<file path="src/rtl/clock_pkg.sv">
// Shared definitions for the clock/alarm datapath: alarm state encoding,
// time limits and the hour/minute normalisers reused by the time-set path.
package clock_pkg;

   typedef enum logic [1:0] {
      DISARMED = 2'd0,
      ARMED    = 2'd1,
      RINGING  = 2'd2,
      SNOOZING = 2'd3
   } alarm_state_e;

   localparam logic [3:0] HOUR_MAX = 4'd12;
   localparam logic [5:0] MIN_MAX  = 6'd59;

   // 0 reads as 12 o'clock; 13..15 fold back onto the 12-hour dial.
   function automatic logic [3:0] norm_hour(input logic [3:0] h);
      if (h == 4'd0)
         return HOUR_MAX;
      else if (h > HOUR_MAX)
         return h - HOUR_MAX;
      else
         return h;
   endfunction

   function automatic logic [5:0] norm_min(input logic [5:0] m);
      if (m > MIN_MAX)
         return 6'd0;
      else
         return m;
   endfunction

endpackage

</file>
<file path="src/rtl/alarm_controller_btn_edge.sv">
// Registered rising-edge detector; the history register resets high so a
// button already held when reset releases never fires.
module btn_edge (
   input  logic clk_i,
   input  logic rst_ni,
   input  logic btn_i,
   output logic rise_o
);

   logic prev_q;

   always_ff @(posedge clk_i) begin
      if (!rst_ni)
         prev_q <= 1'b1;
      else
         prev_q <= btn_i;
   end

   assign rise_o = btn_i & ~prev_q;

endmodule

</file>
<file path="src/rtl/alarm_controller.sv">
// Alarm stage behind the 12-hour clock core: stores the alarm time and runs
// the arm/ring/snooze/dismiss machine on the one-second tick.
module alarm_controller
   import clock_pkg::*;
#(
   parameter int unsigned RING_SECS   = 60,
   parameter int unsigned SNOOZE_SECS = 300,
   parameter int unsigned MAX_SNOOZES = 3
) (
   input  logic                                 oneSecClk,
   input  logic                                 reset,
   input  logic [3:0]                           cur_hour,
   input  logic [5:0]                           cur_min,
   input  logic [5:0]                           cur_sec,
   input  logic                                 clk_running,
   input  logic [3:0]                           set_hour,
   input  logic [5:0]                           set_min,
   input  logic                                 load_alarm,
   input  logic                                 arm_sw,
   input  logic                                 snooze_btn,
   input  logic                                 dismiss_btn,
   output logic                                 buzzer,
   output logic                                 alarm_led,
   output logic [1:0]                           state,
   output logic [$clog2(MAX_SNOOZES+1)-1:0]     snooze_cnt,
   output logic [3:0]                           alarm_hour,
   output logic [5:0]                           alarm_min
);

   localparam int unsigned SC_W   = $clog2(MAX_SNOOZES + 1);
   localparam int unsigned RING_W = (RING_SECS > 1) ? $clog2(RING_SECS) : 1;
   localparam int unsigned SNZ_W  = (SNOOZE_SECS > 1) ? $clog2(SNOOZE_SECS) : 1;

   alarm_state_e      state_q;
   logic              phase_q;
   logic [RING_W-1:0] ring_q;
   logic [SNZ_W-1:0]  snz_q;
   logic [SC_W-1:0]   snooze_q;
   logic [3:0]        ahour_q;
   logic [5:0]        amin_q;

   logic snooze_rise;
   logic dismiss_rise;
   logic match;

   btn_edge u_snooze_edge (
      .clk_i  (oneSecClk),
      .rst_ni (reset),
      .btn_i  (snooze_btn),
      .rise_o (snooze_rise)
   );

   btn_edge u_dismiss_edge (
      .clk_i  (oneSecClk),
      .rst_ni (reset),
      .btn_i  (dismiss_btn),
      .rise_o (dismiss_rise)
   );

   assign match = (cur_hour == ahour_q) && (cur_min == amin_q) &&
                  (cur_sec == 6'd0) && clk_running;

   always_ff @(posedge oneSecClk) begin
      if (!reset) begin
         state_q  <= DISARMED;
         phase_q  <= 1'b0;
         ring_q   <= '0;
         snz_q    <= '0;
         snooze_q <= '0;
         ahour_q  <= HOUR_MAX;
         amin_q   <= '0;
      end else begin
         if (load_alarm) begin
            ahour_q <= norm_hour(set_hour);
            amin_q  <= norm_min(set_min);
         end
         unique case (state_q)
            DISARMED: begin
               if (arm_sw)
                  state_q <= ARMED;
            end
            ARMED: begin
               if (!arm_sw) begin
                  state_q <= DISARMED;
               end else if (match) begin
                  state_q  <= RINGING;
                  ring_q   <= RING_W'(RING_SECS - 1);
                  snooze_q <= '0;
                  phase_q  <= 1'b1;
               end
            end
            // A snooze press with no snoozes left falls through to the ring timer.
            RINGING: begin
               if (!arm_sw) begin
                  state_q <= DISARMED;
               end else if (dismiss_rise) begin
                  state_q <= ARMED;
               end else if (snooze_rise && (snooze_q < SC_W'(MAX_SNOOZES))) begin
                  state_q  <= SNOOZING;
                  snz_q    <= SNZ_W'(SNOOZE_SECS - 1);
                  snooze_q <= snooze_q + SC_W'(1);
               end else if (ring_q == '0) begin
                  state_q <= ARMED;
               end else begin
                  ring_q  <= ring_q - RING_W'(1);
                  phase_q <= ~phase_q;
               end
            end
            SNOOZING: begin
               if (!arm_sw) begin
                  state_q <= DISARMED;
               end else if (dismiss_rise) begin
                  state_q <= ARMED;
               end else if (snz_q == '0) begin
                  state_q <= RINGING;
                  ring_q  <= RING_W'(RING_SECS - 1);
                  phase_q <= 1'b1;
               end else begin
                  snz_q <= snz_q - SNZ_W'(1);
               end
            end
            default: state_q <= DISARMED;
         endcase
      end
   end

   assign state      = state_q;
   assign buzzer     = (state_q == RINGING) && phase_q;
   assign alarm_led  = (state_q == RINGING) || (state_q == SNOOZING);
   assign snooze_cnt = snooze_q;
   assign alarm_hour = ahour_q;
   assign alarm_min  = amin_q;

endmodule

</file>
<file path="config.mk">
export PLATFORM = sky130hd
export DESIGN_NAME = alarm_controller
export DESIGN_NICKNAME = d
export VERILOG_FILES = /design/src/rtl/clock_pkg.sv /design/src/rtl/alarm_controller_btn_edge.sv /design/src/rtl/alarm_controller.sv
export SDC_FILE = /design/constraint.sdc
export NUM_CORES = 1
export LEC_CHECK = 0
export CORE_AREA = 2 2 53 75
export DETAILED_ROUTE_END_ITERATION = 16
export DIE_AREA = 0 0 55 77
export PLACE_DENSITY = 0.87
export SLEW_MARGIN = 40
export SYNTH_ARGS = -nofsm -noshare
export SYNTH_HDL_FRONTEND = slang
export SYNTH_SLANG_ARGS = --single-unit
export TNS_END_PERCENT = 50
</file>
<file path="constraint.sdc">
create_clock -name oneSecClk -period 4.5 [get_ports oneSecClk]
set_clock_uncertainty 0.15 [all_clocks]
set_input_delay 0.9 -clock oneSecClk [delete_from_list [all_inputs] [get_ports oneSecClk]]
set_output_delay 0.9 -clock oneSecClk [all_outputs]
set_load 0.1 [all_outputs]
</file>
# After elaboration in Yosys (flattened, before gate mapping)
# Index checks and enable logic that the tools add are counted.
# totals
register_bits,32
inputBits,33
output_inout_bits,16
wordCells,106
# op_classes
add_sub_neg,4
magnitude_cmp,3
n_eq_ne,20
mux,47
bitwise,5
reduce_logical,18
# ops
operator,n
6-bit two-way mux,10
9-bit two-way mux,6
2-bit two-way mux,15
"2-bit != test, second input constant",12
6-bit case mux with 3 select lines,1
9-bit case mux with 2 select lines,1
6-bit logical NOT,2
10-bit AND reduction,1
9-bit logical NOT,1
1-bit two-way mux,9
"9-bit by 1-bit subtractor with 9-bit output, second input constant",1
4-bit two-way mux,2
2-bit case mux with 4 select lines,1
7-bit AND reduction,1
6-bit equality test,1
"6-bit greater-than comparator, second input constant",1
6-bit AND reduction,1
"6-bit by 1-bit subtractor with 6-bit output, second input constant",1
1-bit logical AND,5
"5-bit != test, second input constant",1
"2-bit equality test, second input constant",2
4-bit equality test,1
"4-bit greater-than comparator, second input constant",1
4-bit logical NOT,1
15 further kinds,19

# Longest topological paths before layout
# depth
ltp_word,7
ltp_mapped,7

# Hierarchy
# Synthesis repeated with hierarchy kept, for this count alone.
# unflattened
cells_unflattened,201
hier_area_um2,1816.7
# modules_own_cells
module,instances,cells_each,area_per_inst_um2,seq_area_each_um2
alarm_controller,1,195,1736.7,600.6
btn_edge,2,3,40.0,20.0

# Worst setup path before layout
# No wires, ideal clock.
# synth_timing
kind,register -> output
start,"reg state_q[1], in the netlist state[1]"
end,out buzzer
arrival_time_ns,2.446
slack_ns,1.004
stages_incl_launch_ff,5
n_path_buf,1
path_cell_list,dfxtp_1 -> buf_2 -> inv_1 -> nor2_1 -> and2_1
# synth_between
elab_chain_cells,2
# synth_rtl
item,line,text
from (decl),alarm_controller.sv:34,alarm_state_e state_q;
from (signal assigned),alarm_controller.sv:65,state_q <= DISARMED;
from (signal assigned),alarm_controller.sv:80,state_q <= ARMED;
from (signal assigned),alarm_controller.sv:84,state_q <= DISARMED;
2-bit equality test,alarm_controller.sv:128,assign buzzer = (state_q == RINGING) && phase_q;
1-bit logical AND,alarm_controller.sv:128,
to (decl),alarm_controller.sv:22,"output logic buzzer,"
# No other way between the ends.

# Worst setup path after layout
# Ends and elaborated chain as after synthesis.

==> results.ini <==
[sta]
fin_tns_setup_ps = 0
final-setup-viol-count = 0
drv_slew = 0
fin_worst_hold_slack_ps = 319
final-hold-violation-count = 0
grt_setup_unrepaired = no
final.setup.worst_slack_ps = 1500
final_critical_path_share_of_the_clock_period = 0.667
slew_headroom = 0.586
max_slew.worst_pin.slew_ps = 619
max_freq_mhz = 333
timing.final.crit_period_ps = 3000

[power]
p_leak_nw = 0.899
ir_drop_mv = 0.262
sum_of_internal_switching_and_leakage_power_mw = 0.714
powerDensity_mw_per_mm2 = 311

[clock_network]
cts_inserted_buffers = 5
cts_resized = 0
worstSkewPairLatency_ps = 290
cts-htree-levels = 2
clk_pin_slew_worst_paths_ps = 70
ctsLongestPathBuffers = 2
root_buffer = clkbuf_8
clock_sink_count = 32
number_of_buffers_inserted_to_repair_setup_after_cts = 0
tritoncts = done
postCtsHoldBufs = 0

[yosys]
post_synth.cell_area_avg_um2 = 8.86
synth-async-reset-ratio = 0
post_synth_inst_count = 199
synth-main-ff-cell = dfxtp_1
synth_seq_cells = 32
synth_warnings = 0
synth_edf_count = 0
netlist-cell-type-count = 42
postSynthNetCount = 239
synthesis.area_mm2 = 0.00176
synth_seq_area_share = 0.363

[finish]
syn2layout_area_growth_pct = 30.3
final_cell_mix = 32 x dfxtp_1, 32 x clkdlybuf4s50_1, 20 x nor2_1, 17 x xnor2_1, 15 x buf_2
drive_above_1_share = 0.137
antenna_cells_inserted = 0
fin_nets = 287

[drt]
drt_first_iter_violations = 64
remaining_drc_errors = 0
via_per_inst = 5.70
detail_route.first_pass.iterations = 4
totalWireLength_um = 4340
wire_per_inst_um = 15.0
routed-via-count = 1653
drtAntennaViolNets = 0

[setup_path]
critical_path.reg2reg.endpoint = snz_q[5]$_SDFFE_PN0P_
path_class = reg2out
wp_data_arrival_ps = 1950
required_ps = 3450
timing.critical_path.from_type = flop
end_kind = primary output
timing.critical_path.fanout_max = 12
critical_path.reg2reg.startpoint = snooze_cnt[0]$_SDFFE_PN0P_
worst-r2r-setup-slack_ps = 2400
crit_path_end = buzzer
reg2regPathDepth = 6
setup.worst_path.start = state[1]$_SDFFE_PN0P_

[grt]
met1_usage = 0.219
antenna_violations_before_repair = 0
pin_count_of_the_biggest_net_entering_global_routing = 19
grt-busiest-layer = met2
overflow = 0
grt.met2_usage = 0.405
first_global_vias = 1662
grt_first_pass_wirelength_um = 7000
grt_usage = 0.225
met3_track_usage_gr = 0.0720

[die]
die_area_mm2 = 0.00424
die_w_um = 55
rows = 26
start_util = 0.493
die_y_um = 77
io_pins = 49
core_region_area_mm2 = 0.00358

[place]
post-dp-hpwl_um = 3280
buffers_on_ports = 48
dpl_worst_slack_ps = 1510
gp_congestion = 0.790

[run]
maxCapViolations = 0

[min_path]
hold-path-cell-count = 1
min_path_type = reg2reg
hold_start = phase_q$_SDFFE_PN0P_

[outcome]
outcome = finished, final reports clean

-- critical path: stages, from the launching register on --
cell and delay, ps:
dfxtp_1 550, inv_1 100, nor2_1 490, and2_1 220, buf_4 290
-- per-layer routing --
metal / vias to the layer above / share of wire
met5: - / 0
met4: 0 / 0.021
met3: 9 / 0.057
met2: 54 / 0.54
met1: 766 / 0.38
li1: 824 / -
-- how the worst min path moves through the flow --
stage / endpoint
6_report: phase_q$_SDFFE_PN0P_
5_1_grt: phase_q$_SDFFE_PN0P_
4_1_cts: phase_q$_SDFFE_PN0P_
3_5_place_dp: snooze_cnt[0]$_SDFFE_PN0P_
3_3_place_gp: phase_q$_SDFFE_PN0P_
2_1_floorplan: phase_q$_SDFFE_PN0P_
-- power by group --
group	switching [mW]	internal [mW]
Combinational	0.0860	0.0543
Clock	0.108	0.164
Sequential	0.00887	0.293
Total	0.203	0.511
-- registers in the layout (all words and copies together) (netlist names) --
name and cells:
alarm_min 6, ring_q 6, alarm_hour 4, u_snooze_edge.prev_q 1, phase_q 1, state 2, snooze_cnt 2, snz_q 9
u_dismiss_edge.prev_q 1
-- through the flow --
step,area [um2],util,instances
after CTS,2300,0.642,290
after detailed placement,2190,0.612,282
after global routing,2300,0.642,290
after global placement,2260,0.633,282
final,2300,0.642,290
after floorplan,1760,-,199
-- cells by family after synthesis --
| group | after synthesis | synth area share |
|---|---|---|
| and+or+nand+nor | 75 | 0.243 |
| AOI/OAI and AO/OA | 45 | 0.187 |
| DFF | 32 | 0.363 |
| xor gates and xnor gates | 17 | 0.0845 |
| buffers and inverters | 17 | 0.0376 |
| adders and majority gates | 7 | 0.0497 |
| muxes | 6 | 0.0341 |
-- cells in the mapped netlist (2+ instances only) --
cell type / number / area [um2]
or3_1: 4 / 25.0
clkbuf_1: 5 / 18.8
or4b_4: 2 / 27.5
clkinv_1: 2 / 7.51
nor4_1: 4 / 25.0
ha_1: 7 / 87.6
inv_1: 7 / 26.3
o2111ai_1: 2 / 17.5
nand4_1: 6 / 37.5
a211oi_1: 2 / 15.0
a22oi_1: 6 / 45.0
nand3_1: 3 / 15.0
a41oi_1: 4 / 35.0
nor2_1: 20 / 75.1
nand2b_1: 6 / 37.5
o21ai_0: 9 / 45.0
a311oi_1: 3 / 26.3
nand2_1: 12 / 45.0
nor3b_1: 3 / 22.5
xnor2_1: 17 / 149
a21oi_1: 10 / 50.1
mux2i_1: 6 / 60.1
buf_2: 2 / 10.0
nor3_1: 8 / 40.0
dfxtp_1: 32 / 641
-- final cells by class --
type | instances | area (um2)
clock inverters | 2 | 35.0
repair buffers | 48 | 403
fillers | 304 | 1280
flip-flops and latches | 32 | 641
multi-input cells | 150 | 1060
clock buffers | 6 | 72.6
well taps | 42 | 52.6
inverters | 10 | 37.5
Note: power is estimated with default switching activity, not from simulation.
